==> src/rtl/fetch_ctrl_if.sv <==
// -----------------------------------------------------------------------------
// fetch_ctrl_if: bundle of the instruction-fetch controller's bus signals.
//
//   Instruction memory : imem_addr (word index out), imem_data (word in)
//   Redirect / control : redirect_valid, redirect_pc, halt
//   Decode handshake   : out_valid, out_ready, out_inst, out_pc
//   Status             : fault
//
// Modports:
//   master - the fetch controller side (drives address, decode data, fault)
//   slave  - the environment side (memory, redirect source, decode stage)
// -----------------------------------------------------------------------------
interface fetch_ctrl_if;
   logic [31:0] imem_addr;
   logic [31:0] imem_data;
   logic        redirect_valid;
   logic [31:0] redirect_pc;
   logic        halt;
   logic        out_valid;
   logic        out_ready;
   logic [31:0] out_inst;
   logic [31:0] out_pc;
   logic        fault;

   modport master (
      output imem_addr,
      input  imem_data,
      input  redirect_valid,
      input  redirect_pc,
      input  halt,
      output out_valid,
      input  out_ready,
      output out_inst,
      output out_pc,
      output fault
   );

   modport slave (
      input  imem_addr,
      output imem_data,
      output redirect_valid,
      output redirect_pc,
      output halt,
      input  out_valid,
      output out_ready,
      input  out_inst,
      input  out_pc,
      input  fault
   );
endinterface

==> src/rtl/fetch_ctrl.sv <==
// -----------------------------------------------------------------------------
// fetch_ctrl: instruction-fetch controller for a combinational, word-indexed
// instruction memory.
//
// Holds the program counter (a word index), presents it as the memory address
// every cycle and pushes {instruction, pc} into a small circular prefetch FIFO.
// The FIFO head is offered to decode over a valid/ready handshake. A redirect
// flushes the FIFO and reloads the PC; halt stops new fetches while the FIFO
// keeps draining; fault flags a PC outside the valid memory range and stops
// fetch until a redirect back into range.
//
// Parameters:
//   DEPTH     - prefetch FIFO entries (power of two, >= 2)
//   RESET_PC  - word index fetched first after reset
//   MEM_WORDS - number of valid instruction-memory words
//
// Ports:
//   clk      - single clock, all state on the rising edge
//   reset_n  - asynchronous active-low reset
//   bus      - fetch_ctrl_if.master (memory, redirect/halt, decode, fault)
//
// Optional feature (macro FETCH_PERF_EN):
//   perf_fetched   - 32-bit count of FIFO pushes (wraps)
//   perf_redirects - 32-bit count of redirect cycles (wraps)
// -----------------------------------------------------------------------------
module fetch_ctrl #(
   parameter int unsigned DEPTH     = 2,
   parameter logic [31:0] RESET_PC  = 32'd0,
   parameter int unsigned MEM_WORDS = 65
) (
   input  logic          clk,
   input  logic          reset_n,
   fetch_ctrl_if.master  bus
`ifdef FETCH_PERF_EN
   ,
   output logic [31:0]   perf_fetched,
   output logic [31:0]   perf_redirects
`endif
);

   localparam int unsigned AW = $clog2(DEPTH);
   localparam int unsigned CW = AW + 1;

   logic [31:0]   pc;
   logic [AW-1:0] rd_ptr;
   logic [AW-1:0] wr_ptr;
   logic [CW-1:0] count;
   logic [31:0]   buf_inst [DEPTH];
   logic [31:0]   buf_pc   [DEPTH];

   logic fault;
   logic pop;
   logic push;

   // Redirect wins over everything; a full FIFO may still accept a word when
   // the head leaves in the same cycle, so steady state has no bubble.
   always_comb begin
      fault = (pc >= 32'(MEM_WORDS));
      pop   = (count != '0) && bus.out_ready;
      push  = !bus.redirect_valid && !bus.halt && !fault &&
              ((count < CW'(DEPTH)) || pop);
   end

   assign bus.imem_addr = pc;
   assign bus.fault     = fault;
   assign bus.out_valid = (count != '0);
   assign bus.out_inst  = buf_inst[rd_ptr];
   assign bus.out_pc    = buf_pc[rd_ptr];

   always_ff @(posedge clk or negedge reset_n) begin
      if (!reset_n) begin
         pc     <= RESET_PC;
         rd_ptr <= '0;
         wr_ptr <= '0;
         count  <= '0;
         // NOTE: the FIFO storage is reset because out_inst/out_pc must read 0
         // out of reset; it is only DEPTH entries, so a plain flop reset is fine.
         for (int i = 0; i < DEPTH; i++) begin
            buf_inst[i] <= '0;
            buf_pc[i]   <= '0;
         end
      end else if (bus.redirect_valid) begin
         // A pop handshake in this cycle completes at decode's side; the
         // flush simply discards whatever is left.
         pc     <= bus.redirect_pc;
         rd_ptr <= '0;
         wr_ptr <= '0;
         count  <= '0;
      end else begin
         // NOTE: non-blocking assignments throughout so every register here
         // sees the pre-edge values of its neighbours, independent of order.
         if (push) begin
            buf_inst[wr_ptr] <= bus.imem_data;
            buf_pc[wr_ptr]   <= pc;
            wr_ptr           <= wr_ptr + AW'(1);
            pc               <= pc + 32'd1;
         end
         if (pop) begin
            rd_ptr <= rd_ptr + AW'(1);
         end
         count <= count + CW'(push) - CW'(pop);
      end
   end

`ifdef FETCH_PERF_EN
   always_ff @(posedge clk or negedge reset_n) begin
      if (!reset_n) begin
         perf_fetched   <= '0;
         perf_redirects <= '0;
      end else begin
         if (push) begin
            perf_fetched <= perf_fetched + 32'd1;
         end
         if (bus.redirect_valid) begin
            perf_redirects <= perf_redirects + 32'd1;
         end
      end
   end
`endif

endmodule
==> src/flat_wrapper.sv <==
// flat-port wrapper written by rule: the top's interface ports become plain ports
module fetch_ctrl_flat 
#(
   parameter int unsigned DEPTH     = 2,
   parameter logic [31:0] RESET_PC  = 32'd0,
   parameter int unsigned MEM_WORDS = 65
)
  (clk, reset_n, bus_imem_addr, bus_imem_data, bus_redirect_valid, bus_redirect_pc, bus_halt, bus_out_valid, bus_out_ready, bus_out_inst, bus_out_pc, bus_fault);
  fetch_ctrl_if bus_i ();
  input  logic clk;
  input  logic reset_n;
  output wire logic [$bits(bus_i.imem_addr)-1:0] bus_imem_addr;
  input wire logic [$bits(bus_i.imem_data)-1:0] bus_imem_data;
  input wire logic [$bits(bus_i.redirect_valid)-1:0] bus_redirect_valid;
  input wire logic [$bits(bus_i.redirect_pc)-1:0] bus_redirect_pc;
  input wire logic [$bits(bus_i.halt)-1:0] bus_halt;
  output wire logic [$bits(bus_i.out_valid)-1:0] bus_out_valid;
  input wire logic [$bits(bus_i.out_ready)-1:0] bus_out_ready;
  output wire logic [$bits(bus_i.out_inst)-1:0] bus_out_inst;
  output wire logic [$bits(bus_i.out_pc)-1:0] bus_out_pc;
  output wire logic [$bits(bus_i.fault)-1:0] bus_fault;
  assign bus_imem_addr = bus_i.imem_addr;
  assign bus_i.imem_data = bus_imem_data;
  assign bus_i.redirect_valid = bus_redirect_valid;
  assign bus_i.redirect_pc = bus_redirect_pc;
  assign bus_i.halt = bus_halt;
  assign bus_out_valid = bus_i.out_valid;
  assign bus_i.out_ready = bus_out_ready;
  assign bus_out_inst = bus_i.out_inst;
  assign bus_out_pc = bus_i.out_pc;
  assign bus_fault = bus_i.fault;
  fetch_ctrl #(.DEPTH(DEPTH), .RESET_PC(RESET_PC), .MEM_WORDS(MEM_WORDS)) u_core (.clk(clk), .reset_n(reset_n), .bus(bus_i));
endmodule
==> config.mk <==
export PLATFORM = sky130hd
export DESIGN_NAME = fetch_ctrl_flat
export DESIGN_NICKNAME = d
export VERILOG_FILES = /design/src/rtl/fetch_ctrl_if.sv /design/src/rtl/fetch_ctrl.sv /design/src/flat_wrapper.sv
export SDC_FILE = /design/constraint.sdc
export NUM_CORES = 1
export LEC_CHECK = 0
export CAP_MARGIN = 30
export CORE_AREA = 4 4 150 166
export CTS_BUF_LIST = sky130_fd_sc_hd__clkbuf_8 sky130_fd_sc_hd__clkbuf_16
export DETAILED_ROUTE_END_ITERATION = 8
export DIE_AREA = 0 0 154 170
export SYNTH_ARGS = -nofsm -noshare
export SYNTH_HDL_FRONTEND = slang
export SYNTH_SLANG_ARGS = --single-unit
==> constraint.sdc <==
create_clock -name clk -period 2.5 [get_ports clk]
set_clock_uncertainty 0.1 [all_clocks]
set_input_delay 0.25 -clock clk [delete_from_list [all_inputs] [get_ports clk]]
set_output_delay 0.25 -clock clk [all_outputs]
set_load 0.05 [all_outputs]
==> impl_results.md, run 1 <==
* Crit path capture: u_core.buf_inst[49]$_DFFE_PN0P_
* Failing checks: negative setup slack
* Gate Count Post-Synth at 473
* Critical path peak fanout at 21
* Reg2reg path depth at 7
* Antenna Violating Nets Remaining at 0
* Syn-to-layout area delta at 44.4%
* Maximum VDD drop at 0.402 mV
* Netlist Area Pre-Place at 0.00689 mm²
* Via count at 4474
* Startpoint types: flop
* Worst Setup Path Type: reg -> reg
* Core Region at 0.0234 mm²
* WP depth at 7
* Die Y at 170 µm
* Yosys warns at 0
* Reg2reg start: u_core.bus.imem_addr[0]$_DFFE_PN0P_
* Port bufs at 166
* Unrepaired setup endpoints after global routing: true
* Iteration-0 DRC count of the detailed router at 116
* Routed len/inst at 17.4 µm
* H-Tree Depth at 4
* Tmin final at 2.59 ns
* Max-cap violations at 0
* Area share of and/or/nand/nor cells after synthesis at 7.68%
* Endpoints failing setup at 103
* Gr usage total at 12.9%
* Yosys reg bits at 164
* Vias in the first global route at 5183
* First-pass GRT wire length at 27.0 mm
* Seq/Total Area, Yosys at 59.5%
* RePlAce Congestion at 0.764
* Kind of end point of the critical path: flop
* Crit path launch: u_core.bus.imem_addr[0]$_DFFE_PN0P_
* Period utilization at 104%
* Crit path arrival time at 2.79 ns
* Largest net degree at the start of global routing at 61
* Commonest non-fill, non-tap cell in the layout: dfrtp_1
* Initial antenna violation count at 0
* Slew headroom at 60.5%
* R2R Path End: u_core.buf_inst[49]$_DFFE_PN0P_
* R2r setup slk at -0.09 ns
* Die Area at 0.0262 mm²
* Post-DP HPWL at 11.1 mm
* Design area at 0.00995 mm²
* Row cnt at 59
* Hold Crit Class: in -> async
* Root buffer cell: clkbuf_16
* Ant. Diodes at 0
* Fillcell total at 2147
* Most frequent cells in the layout: dfrtp_1, mux2_2, clkdlybuf4s50_1
* Post-synthesis adder-cell area fraction at 0.908%
* # clock sinks at 164
* Compound-cell area share of the yosys netlist at 1.31%
* Cell family with most CP delay: simple AND/OR/NAND/NOR gates
* Pins Over Slew Limit at 0
* Vias per cell at 4.50
* Final wirelength at 17.3 mm
* Syn nets at 547
* Worst path cell trace: ha_2 -> or4b_4 -> o31ai_4 -> nor4b_4 -> and2b_4 -> buf_12 -> mux2_2
* Largest family of logic cells by synthesized area: multiplexers
* Gr ovfl total at 0
* Xor-xnor portion of the synthesized cell area at 0.381%
* Proportion of synthesized area in mux cells at 27.9%
* Ports at 167
* DP Area at 0.00898 mm²
* Post-route setup slack at -0.0934 ns
* Status: finished, violations left
* CP max stage cell: or4b_4
* Total Power at 6120 µW
* Initial core utilization at 29.5%
* CTS Buffer Depth at 2
* Max Freq at 0.386 GHz
* Die Span X at 154 µm
* Worst slew pin tran at 0.593 ns
* Post-synthesis cell type count at 38
* Max stage delay on crit path at 0.49 ns
* Crit path buf inv count at 1
* Fin. Hold Viols at 0
* Power per cell area at 615 mW/mm²
* Detailed-route DRC error count at 0
* Skew-Pair Late Insertion Delay at 0.41 ns
* Clk slew on worst S/H paths at 0.07 ns
* Nets@finish at 751
* Drt pass-1 iters at 4
* Leak at 0.00486 µW
* Mean Syn Cell Area at 14.6 µm²
* CTS buffer count at 17
* CP Data Required Time at 2.70 ns
* TritonCTS clock tree: yes
* Share of post-route cells with drive strength above 1 at 47.7%
==> flip-flops by register name, indices dropped and copies added, names as in the netlist <==
name,count
u_core.buf_pc,64
u_core.bus.imem_addr,32
u_core.count,2
u_core.rd_ptr,1
u_core.buf_inst,64
u_core.wr_ptr,1
==> cells in the mapped netlist <==
| master | count | area, µm² |
|---|---|---|
| mux2_2 | 169 | 1900 |
| o31ai_2 | 1 | 12.5 |
| or4b_1 | 1 | 10.0 |
| mux2i_1 | 1 | 10.0 |
| mux2_1 | 1 | 11.3 |
| or3b_2 | 1 | 8.76 |
| dfrtp_1 | 164 | 4100 |
| nor3_1 | 3 | 15.0 |
| and3_1 | 1 | 6.26 |
| buf_1 | 4 | 15.0 |
| and2_1 | 27 | 169 |
| nor4_1 | 5 | 31.3 |
| buf_2 | 8 | 40.0 |
| ha_1 | 5 | 62.6 |
| xnor2_1 | 2 | 17.5 |
| xor2_1 | 1 | 8.76 |
| nand4_1 | 1 | 6.26 |
| a21o_1 | 1 | 7.51 |
| nor4b_4 | 1 | 23.8 |
| nand3_1 | 4 | 20.0 |
| a21oi_1 | 1 | 5.00 |
| buf_4 | 1 | 7.51 |
| a32o_1 | 1 | 10.0 |
| a221o_1 | 1 | 10.0 |
| buf_6 | 3 | 33.8 |
| a32oi_1 | 2 | 17.5 |
| nor2_1 | 7 | 26.3 |
| a211o_1 | 1 | 8.76 |
| nor3b_1 | 1 | 7.51 |
| clkbuf_1 | 9 | 33.8 |
| and2b_1 | 1 | 7.51 |
| nor2b_1 | 26 | 163 |
| nand2_1 | 6 | 22.5 |
| o21ai_0 | 2 | 10.0 |
| inv_1 | 7 | 26.3 |
| o31a_1 | 1 | 8.76 |
| nand2_2 | 1 | 6.26 |
| nand2b_1 | 1 | 6.26 |
==> power breakdown <==
group          switching (µW)  internal [µW]
registers                77.6           2710
clock network            1120           1410
logic                     445            364
==> per-layer routing <==
layer | global-route usage [%] | up-vias | share of wire (%)
met2 | 21.9 | 121 | 49
met1 | 15.5 | 2278 | 43
met4 | 3.80 | 0 | 1.1
li1 | - | 2062 | -
met3 | 4.53 | 13 | 5.9
met5 | 0 | - | 0
==> final cells by class <==
type,count,area [µm²],share of cell area (%)
Timing Repair Buffer,209,2100,21.1
Inverter,7,26.3,0.264
Clock inverter,14,126,1.27
Multi-Input combinational cell,278,2770,27.8
Clock buffer,18,439,4.41
Tap cell,305,382,3.83
Sequential cell,164,4110,41.3
==> cells by family after synthesis <==
| kind of cell | Yosys count |
|---|---|
| adder cells (fa/ha/maj) | 5 |
| flip-flops | 164 |
| AO/OA/AOI/OAI | 11 |
| multiplexers | 171 |
| XOR/XNOR | 3 |
| AND/OR/NAND/NOR | 87 |
| buffers and inverters | 32 |
==> stage by stage <==
stage	instances	hold slack (ns)	utilization (%)	setup WS (ns)	setup TNS, ns
final	995	0.278	42.5	-0.0934	-5.92
after global routing	995	0.325	42.5	-0.210	-19.28
after CTS	986	0.300	41.6	-0.125	-9.16
after detailed placement	946	0.175	38.4	-0.140	-8.43
after global placement	946	0.170	38.4	-0.0354	-0.912
after floorplan	473	-0.146	-	-0.333	-24.09
==> worst reg2reg max path: cells and delay by family (launching register included) <==
kind,cells,cell delay [ns]
flip-flops,1,0.43
AND/OR/NAND/NOR,3,1.01
AO/OA/AOI/OAI,1,0.20
adder cells (fa/ha/maj),1,0.18
multiplexers,1,0.37
buffers and inverters,1,0.18
==> how the worst min path moves through the flow <==
| stage | cells past startpoint | end | from |
|---|---|---|---|
| 2_1_floorplan | 0 | u_core.buf_inst[0]$_DFFE_PN0P_ | reset_n |
| 3_3_place_gp | 1 | u_core.bus.imem_addr[13]$_DFFE_PN0P_ | reset_n |
| 3_5_place_dp | 1 | u_core.bus.imem_addr[14]$_DFFE_PN0P_ | reset_n |
| 4_1_cts | 2 | u_core.bus.imem_addr[14]$_DFFE_PN0P_ | reset_n |
| 5_1_grt | 2 | u_core.bus.imem_addr[14]$_DFFE_PN0P_ | reset_n |
| 6_report | 2 | u_core.bus.imem_addr[14]$_DFFE_PN0P_ | reset_n |
==> repair_timing <==
action | in CTS | in global routing
endpoints found under the setup margin | 99 | 128
cloned | 3 | 6
hold buffers | 1 | 0
hold endpoints to repair | 57 | 0
pin swaps | 2 | 6
buffers inserted | 5 | 4
gates resized for setup | 15 | 19
(Power assumes the default switching activity.)
==> run 2, diff against run 1 <==
Settings changed: SLEW_MARGIN from default to 15.
==> results of run 2 <==
The final DEF is identical to that of run 1; final timing and power are the same.
==> run 3, diff against run 2 <==
Settings changed: HOLD_SLACK_MARGIN from default to 0.12.
==> results of run 3 <==
The final DEF is identical to that of run 1; final timing and power are the same.
